<file path="src/rtl/ex_stage.sv">
// ---------------------------------------------------------------------------
// ex_stage : execute stage of the 5-stage MIPS pipeline.
//
// Logic, shift, arithmetic and jump-link results are produced combinationally
// in the same cycle the decoded operation arrives. DIV/DIVU run on an
// iterative restoring divider that raises stallreq_o until the quotient and
// remainder are ready, then pulses whilo_o for one cycle with HI/LO valid.
//
// Build option: define EX_DIV_EN to include the divider. Without it DIV/DIVU
// behave as NOP (no write, no stall, no HI/LO write).
//
// Ports:
//   clk          pipeline clock
//   rst          synchronous reset, active-low
//   aluop_i      ALU operation code (EXE_*_OP)
//   alusel_i     result class (EXE_RES_*)
//   reg1_i       operand 1 (rs or immediate)
//   reg2_i       operand 2 (rt or immediate)
//   wd_i         destination register address
//   wreg_i       destination write enable
//   link_addr_i  return address for JAL
//   flush_i      abort any in-flight divide
//   wd_o         destination address to EX/MEM and forwarding
//   wreg_o       write enable to EX/MEM and forwarding
//   wdata_o      result to EX/MEM and forwarding
//   whilo_o      HI/LO write enable
//   hi_o         HI value (remainder)
//   lo_o         LO value (quotient)
//   stallreq_o   stall request to pipeline control
// ---------------------------------------------------------------------------
module ex_stage #(
   parameter int DIV_CYCLES = 32
) (
   input  logic        clk,
   input  logic        rst,
   input  logic [7:0]  aluop_i,
   input  logic [2:0]  alusel_i,
   input  logic [31:0] reg1_i,
   input  logic [31:0] reg2_i,
   input  logic [4:0]  wd_i,
   input  logic        wreg_i,
   input  logic [31:0] link_addr_i,
   input  logic        flush_i,
   output logic [4:0]  wd_o,
   output logic        wreg_o,
   output logic [31:0] wdata_o,
   output logic        whilo_o,
   output logic [31:0] hi_o,
   output logic [31:0] lo_o,
   output logic        stallreq_o
);

   localparam int DATA_W = 32;

   localparam logic [7:0] EXE_AND_OP  = 8'b0010_0100;
   localparam logic [7:0] EXE_OR_OP   = 8'b0010_0101;
   localparam logic [7:0] EXE_XOR_OP  = 8'b0010_0110;
   localparam logic [7:0] EXE_NOR_OP  = 8'b0010_0111;
   localparam logic [7:0] EXE_SLL_OP  = 8'b0111_1100;
   localparam logic [7:0] EXE_SRL_OP  = 8'b0000_0010;
   localparam logic [7:0] EXE_SRA_OP  = 8'b0000_0011;
   localparam logic [7:0] EXE_SLT_OP  = 8'b0010_1010;
   localparam logic [7:0] EXE_SLTU_OP = 8'b0010_1011;
   localparam logic [7:0] EXE_ADD_OP  = 8'b0010_0000;
   localparam logic [7:0] EXE_ADDU_OP = 8'b0010_0001;
   localparam logic [7:0] EXE_SUB_OP  = 8'b0010_0010;
   localparam logic [7:0] EXE_SUBU_OP = 8'b0010_0011;
   localparam logic [7:0] EXE_DIV_OP  = 8'b0001_1010;
   localparam logic [7:0] EXE_DIVU_OP = 8'b0001_1011;

   localparam logic [2:0] EXE_RES_LOGIC       = 3'b001;
   localparam logic [2:0] EXE_RES_SHIFT       = 3'b010;
   localparam logic [2:0] EXE_RES_ARITHMETIC  = 3'b100;
   localparam logic [2:0] EXE_RES_JUMP_BRANCH = 3'b110;

   function automatic logic [DATA_W-1:0] f_abs(input logic [DATA_W-1:0] v);
      return v[DATA_W-1] ? -v : v;
   endfunction

   function automatic logic [DATA_W-1:0] f_neg_if(input logic neg,
                                                  input logic [DATA_W-1:0] v);
      return neg ? -v : v;
   endfunction

   logic signed [DATA_W-1:0] w_s1, w_s2;
   logic [DATA_W-1:0] w_sum, w_diff;
   logic [DATA_W-1:0] w_logic, w_shift, w_arith, w_result;
   logic              w_ov, w_is_div, w_wreg;

   assign w_s1     = reg1_i;
   assign w_s2     = reg2_i;
   assign w_sum    = reg1_i + reg2_i;
   assign w_diff   = reg1_i - reg2_i;
   assign w_is_div = (aluop_i == EXE_DIV_OP) || (aluop_i == EXE_DIVU_OP);

   // ---- combinational result path (0-cycle) ----
   always_comb begin
      // Signed overflow only matters for the trapping ADD/SUB forms.
      w_ov = 1'b0;
      if (aluop_i == EXE_ADD_OP)
         w_ov = (reg1_i[31] == reg2_i[31]) && (w_sum[31] != reg1_i[31]);
      else if (aluop_i == EXE_SUB_OP)
         w_ov = (reg1_i[31] != reg2_i[31]) && (w_diff[31] != reg1_i[31]);

      w_logic = '0;
      case (aluop_i)
         EXE_AND_OP: w_logic = reg1_i & reg2_i;
         EXE_OR_OP:  w_logic = reg1_i | reg2_i;
         EXE_XOR_OP: w_logic = reg1_i ^ reg2_i;
         EXE_NOR_OP: w_logic = ~(reg1_i | reg2_i);
         default:    w_logic = '0;
      endcase

      w_shift = '0;
      case (aluop_i)
         EXE_SLL_OP: w_shift = reg2_i << reg1_i[4:0];
         EXE_SRL_OP: w_shift = reg2_i >> reg1_i[4:0];
         EXE_SRA_OP: w_shift = w_s2 >>> reg1_i[4:0];
         default:    w_shift = '0;
      endcase

      w_arith = '0;
      case (aluop_i)
         EXE_ADD_OP, EXE_ADDU_OP: w_arith = w_sum;
         EXE_SUB_OP, EXE_SUBU_OP: w_arith = w_diff;
         EXE_SLT_OP:              w_arith = {31'b0, (w_s1 < w_s2)};
         EXE_SLTU_OP:             w_arith = {31'b0, (reg1_i < reg2_i)};
         default:                 w_arith = '0;
      endcase

      w_result = '0;
      case (alusel_i)
         EXE_RES_LOGIC:       w_result = w_logic;
         EXE_RES_SHIFT:       w_result = w_shift;
         EXE_RES_ARITHMETIC:  w_result = w_arith;
         EXE_RES_JUMP_BRANCH: w_result = link_addr_i;
         default:             w_result = '0;
      endcase
   end

   assign w_wreg  = wreg_i & ~w_ov & ~w_is_div;
   assign wd_o    = rst ? wd_i : '0;
   assign wreg_o  = rst & w_wreg;
   assign wdata_o = rst ? w_result : '0;

`ifdef EX_DIV_EN
   localparam int CNT_W = $clog2(DIV_CYCLES);

   typedef enum logic [1:0] {DIV_FREE, DIV_BYZERO, DIV_ON, DIV_END} div_state_t;

   div_state_t        r_state;
   logic [CNT_W-1:0]  r_cnt;
   logic [DATA_W-1:0] r_q, r_rem, r_dvs;
   logic              r_neg_q, r_neg_r;
   logic [DATA_W:0]   w_part, w_dsub;
   logic              w_signed, w_active;

   assign w_signed = (aluop_i == EXE_DIV_OP);
   // Shift the next dividend bit into the partial remainder and trial-subtract.
   assign w_part   = {r_rem, r_q[DATA_W-1]};
   assign w_dsub   = w_part - {1'b0, r_dvs};
   assign w_active = rst & ~flush_i;

   // ---- divider FSM: one quotient bit per cycle ----
   always_ff @(posedge clk) begin
      if (!rst || flush_i) begin
         r_state <= DIV_FREE;
         r_cnt   <= '0;
      end else begin
         case (r_state)
            DIV_FREE: begin
               if (w_is_div) begin
                  if (reg2_i == '0) begin
                     r_state <= DIV_BYZERO;
                  end else begin
                     r_state <= DIV_ON;
                     r_cnt   <= '0;
                     r_q     <= w_signed ? f_abs(reg1_i) : reg1_i;
                     r_dvs   <= w_signed ? f_abs(reg2_i) : reg2_i;
                     r_rem   <= '0;
                     r_neg_q <= w_signed & (reg1_i[31] ^ reg2_i[31]);
                     r_neg_r <= w_signed & reg1_i[31];
                  end
               end
            end
            DIV_BYZERO: begin
               r_state <= DIV_END;
               r_q     <= '0;
               r_rem   <= '0;
               r_neg_q <= 1'b0;
               r_neg_r <= 1'b0;
            end
            DIV_ON: begin
               r_rem <= w_dsub[DATA_W] ? w_part[DATA_W-1:0] : w_dsub[DATA_W-1:0];
               r_q   <= {r_q[DATA_W-2:0], ~w_dsub[DATA_W]};
               r_cnt <= r_cnt + CNT_W'(1);
               if (r_cnt == CNT_W'(DIV_CYCLES - 1))
                  r_state <= DIV_END;
            end
            DIV_END: r_state <= DIV_FREE;
            default: r_state <= DIV_FREE;
         endcase
      end
   end

   // ---- stall / HI-LO outputs ----
   assign stallreq_o = w_active & (((r_state == DIV_FREE) & w_is_div) |
                                   (r_state == DIV_BYZERO) | (r_state == DIV_ON));
   assign whilo_o    = w_active & (r_state == DIV_END);
   assign lo_o       = whilo_o ? f_neg_if(r_neg_q, r_q)   : '0;
   assign hi_o       = whilo_o ? f_neg_if(r_neg_r, r_rem) : '0;
`else
   logic w_unused;
   assign w_unused   = clk ^ flush_i;
   assign stallreq_o = 1'b0;
   assign whilo_o    = 1'b0;
   assign hi_o       = '0;
   assign lo_o       = '0;
`endif

endmodule

</file>
<file path="config.mk">
export PLATFORM = sky130hd
export DESIGN_NAME = ex_stage
export DESIGN_NICKNAME = d
export VERILOG_FILES = /design/src/rtl/ex_stage.sv
export SDC_FILE = /design/constraint.sdc
export NUM_CORES = 1
export LEC_CHECK = 0
export ABC_CLOCK_PERIOD_IN_PS = 5700
export CAP_MARGIN = 15
export CORE_MARGIN = 3
export CORE_UTILIZATION = 49
export DETAILED_ROUTE_END_ITERATION = 10
export GPL_TIMING_DRIVEN = 0
export PLACE_DENSITY = 0.81
export SYNTH_ARGS = -nofsm -noshare
export SYNTH_HDL_FRONTEND = slang
export SYNTH_SLANG_ARGS = --single-unit
export TNS_END_PERCENT = 20
</file>
<file path="constraint.sdc">
create_clock -name vclk -period 5.7
set_input_delay 1.14 -clock vclk [all_inputs]
set_output_delay 1.14 -clock vclk [all_outputs]
set_load 0.005 [all_outputs]
</file>
; Yosys cells after proc, flatten, opt, wreduce, memory -nomap -nowiden
; Index checks and enable logic that the tools add are counted.
[totals]
in_bits = 116
reg_bits = 0
output_inout_bits = 104
[op_classes]
n_addsub = 2
shift = 3
muxes = 8
bitwise = 9
eq_ne = 23
n_reduce_logical = 5
n_lt_le_gt_ge = 2
[ops]
columns = op, n
row1 = case mux 32 bit (4 select lines), 3
row2 = case mux 32 bit (3 select lines), 1
row3 = == test 8 x 6 -> 1 bit (second input constant), 10
row4 = < comparator 32 bit, 2
row5 = adder 32 bit, 1
row6 = bitwise AND 32 bit, 1
row7 = two-way mux 32 bit, 1
row8 = inverter 32 bit, 1
row9 = bitwise OR 32 bit, 1
row10 = left shift 32 x 5 -> 32 bit, 1
row11 = >> shifter 32 x 5 -> 32 bit, 1
row12 = >>> shifter 32 x 5 -> 32 bit, 1
row13 = subtractor 32 bit, 1
row14 = XOR 32 bit, 1
row15 = == test 8 x 2 -> 1 bit (second input constant), 2
row16 = == test 8 x 5 -> 1 bit (second input constant), 2
row17 = == test 8 x 7 -> 1 bit (second input constant), 1
row18 = == test 3 bit (second input constant), 2
row19 = two-way mux 5 bit, 1
row20 = OR reduction 2 bit, 2
row21 = bitwise AND 1 bit, 3
row22 = == test 3 x 1 -> 1 bit (second input constant), 1
row23 = == test 3 x 2 -> 1 bit (second input constant), 1
row24 = inequality test 1 bit, 3
row25 = 5 further kinds, 8

; Longest topological paths before layout
[depth]
word_depth = 9
mapped_depth = 15

; Worst setup path after synthesis
; No wires, ideal clock.
[synth_path]
path_type = input -> output
start = input port reg1_i[2]
end = output port wdata_o[30]
t_arrival_ps = 4418
setup_slack_ps = 142
required_ps = 4560
cell_stages = 15
cell_sequence = clkbuf_1 > inv_2 > buf_1 > clkbuf_1 > ha_1 > buf_2 > a21o_1 > a221oi_2 > o41a_1 > nor4b_1 > or4_1 > a41oi_1 > a211oi_1 > xnor2_1 > o22ai_1
[synth_via]
elab_chain_cells = 4
[synth_lines]
columns = item, line_no
row1 = start: declaration, 38  ; input logic [31:0] reg1_i,
row2 = "subtractor 32 bit, or another cell as far along", 93  ; assign w_diff = reg1_i - reg2_i;
row3 = case mux 32 bit (4 select lines) / case mux 32 bit (3 select lines) (equally long branches), "123, 115"
row4 = case mux 32 bit (4 select lines) *, 132  ; case (alusel_i)
row5 = two-way mux 32 bit *, 144  ; assign wdata_o = rst ? w_result : '0;
row6 = end: declaration, 46  ; output logic [31:0] wdata_o,
; Mark *: on every way between the ends. The rest lies on a longest branch, timed or not.

; Worst setup path after layout
[layout_path]
start = input port reg1_i[2]
end = output port wdata_o[0]
[layout_via]
elab_chain_cells = 4
[layout_lines]
columns = item, line_no
row1 = "< comparator 32 bit, or another cell as far along", 127  ; EXE_SLTU_OP: w_arith = {31'b0, (reg1_i < reg2_i)};
row2 = case mux 32 bit (4 select lines) / case mux 32 bit (3 select lines) (equally long branches), "123, 115"
row3 = case mux 32 bit (4 select lines) *, 132
row4 = two-way mux 32 bit *, 144
; Marked as above.

==> results.sh <==
export IMPL_status="finished, violations left"
export IMPL_violations="setup timing"
export IMPL_finalHoldViolations=0
export IMPL_syn_area_per_cell_um2=6.95
export IMPL_dr_pass1_iters=6
export IMPL_grt_usage_pct=45.2
export IMPL_criticalPathCategory="input port to output port"
export IMPL_layout_setup_ws_ns=-0.203
export IMPL_antennaDiodeCount=0
export IMPL_ant_nets=0
export IMPL_rsz0062_at_grt="true"
export IMPL_grtUsageMet1_pct=59.8
export IMPL_synth_top_family_by_area="compound AO/OA/AOI/OAI gates"
export IMPL_grt_max_degree=11
export IMPL_clkbuf_count=0
export IMPL_muxShareOfSynthArea_pct=20.5
export IMPL_ys_seq_area_share_pct=0
export IMPL_synthTopCellsByArea="ha_1 (12%), mux4_2 (10%), mux2i_1 (9.0%)"
export IMPL_grt_pass1_wl_um=77500
export IMPL_final_core_util_pct=65.8
export IMPL_drv_slew=0
export IMPL_layout_drive_gt1_share_pct=19.2
export IMPL_die_y_um=149
export IMPL_nFlopsAndLatches=0
export IMPL_total_power_uw=1250
export IMPL_required_ns=4.56
export IMPL_drt_vias_per_instance=6.86
export IMPL_worstPathMaxFanout=10
export IMPL_synth_fa_ha_area_share_pct=12.7
export IMPL_gp_congestion=1.11
export IMPL_tightest_slew_ns=1.20
export IMPL_syn_area_um2=10100
export IMPL_synthCells=1449
export IMPL_slew_headroom_pct=19.9
export IMPL_wl_per_cell_um=27.2
export IMPL_synth_cell_types=84
export IMPL_drt_drc_violations_left=0
export IMPL_dieArea_um2=22300
export IMPL_power_density_nw_per_um2=95.8
export IMPL_yosysTopAreaCellShare_pct=12.3
export IMPL_hold_buffers=0
export IMPL_min_period_ns=5.90
export IMPL_final_nets=1910
export IMPL_synth_largest_area_cell="ha_1"
export IMPL_grt_pass1_vias=12700
export IMPL_seq_area_um2=0
export IMPL_portBuffers=150
export IMPL_setup_violations=15
export IMPL_synth_warnings=0
export IMPL_finalCritPeriodShare_pct=104
export IMPL_ir_drop_v=0.0000752
export IMPL_synth_compound_area_share_pct=29.9
export IMPL_rows=51
export IMPL_use_met3_pct=12.9
export IMPL_gr_usage_met2_pct=66.2
export IMPL_antenna_found_initial=0
export IMPL_core_um2=19800
export IMPL_start_util_pct=50.7
export IMPL_max_freq_ghz=0.169
export IMPL_io_pins=220
export IMPL_area_delta_synth_final_pct=29.7
export IMPL_synth_simple_gate_area_share_pct=18.2
export IMPL_critPathLaunchType="input port"
export IMPL_gr_total_overflow=0
export IMPL_drt_iter0_markers=1988
export IMPL_die_w_um=149
export IMPL_maxCapViolCount=0
export IMPL_end_kind="output port"
export IMPL_drt_total_wl_um=53200
export IMPL_vias=13400
export IMPL_cellLeakagePower_uw=0.00566
export IMPL_arrival_ns=4.76
export IMPL_synthXorXnorAreaFrac_pct=5.05
export IMPL_grt_busiest_layer="met2"
export IMPL_dpl_hpwl_um=41900
export IMPL_hold_path_class="input port to output port"
[where the power goes]
| part | switching [uW] | leakage [uW] | internal (uW) | total (uW) |
|---|---|---|---|---|
| combinational | 752 | 0.00566 | 499 | 1250 |
| clock | 0 | 0 | 0 | 0 |
| sequential | 0 | 0 | 0 | 0 |
[per-layer routing]
metal  routed length, um  up-vias
li1                    -     5663
met1               19700     6197
met2               21800     1308
met3                8020      246
met4                3620        0
met5                   0        -
[final timing paths]
path	cells after the start	to	startpoint	slack, ns
min	7	wdata_o[15]	reg1_i[3]	3.12
max	12	wdata_o[0]	reg1_i[2]	-0.20
[through the flow]
step	setup WS, ns	setup TNS [ns]	std cells	hold slack [ns]	area (um2)
finish	-0.203	-1.34	1956	3.12	13100
global route	-0.250	-2.44	1956	3.16	13100
CTS	-0.179	-0.776	1951	3.13	12800
detailed placement	-2.23	-50.79	1929	3.25	12100
global placement	-2.27	-50.77	1929	3.25	12100
floorplan	0.142	0	1514	2.39	10300
[synthesized netlist by cell type (19+ instances only)]
master	count
a31oi_1	25
o21ai_0	111
mux4_2	45
inv_1	96
nand3_1	38
buf_4	74
a22oi_1	23
ha_1	99
a211oi_1	22
mux2i_1	91
nor3_1	26
buf_2	19
xnor2_1	53
a21oi_1	133
o211ai_1	26
nor2_1	105
clkbuf_1	73
nand2_1	129
[placed cells by master, fill, tap and decap left out, drive strengths merged, types with 21 or more instances in the layout]
cell	instances
a211oi	22
a21oi	134
a22oi	23
a31oi	25
buf	148
clkbuf	82
clkdlybuf4s50	94
conb	66
dlygate4sd2	21
ha	99
inv	98
mux2i	91
mux4	45
nand2	129
nand3	38
nor2	105
nor3	27
o211ai	26
o21ai	116
xnor2	53
[cell families after synthesis]
group | after synthesis
AND/OR/NAND/NOR | 389
AO/OA/AOI/OAI | 468
adder cells (fa/ha/maj) | 101
other | 1
multiplexers | 148
buffers and inverters | 284
XOR/XNOR | 58
[critical path: stages]
cell             delay, ns
buf_4                 0.14
clkbuf_8              0.14
inv_6                 0.11
buf_2                 0.32
buf_1                 0.69
nor2_1                0.10
o21ai_0               0.24
o21ai_0               0.21
a2111oi_0             0.71
a211oi_1              0.14
a21oi_1               0.24
clkdlybuf4s50_1       0.56
[repair_timing]
item                       4_1_cts  5_1_grt
pin swaps                       39       23
resized for setup              204       93
cloned                           1        0
buffers inserted                24        6
setup endpoints to repair       33       30
[layout make-up]
class / count / area, um2
Timing Repair Buffer: 181 / 1660
Inverter: 100 / 390
Buffer: 180 / 1190
Fill cell: 1735 / 6790
Tap cell: 265 / 332
Multi-Input combinational cell: 1230 / 9480
No activity file was read; power rests on OpenSTA's default activity.
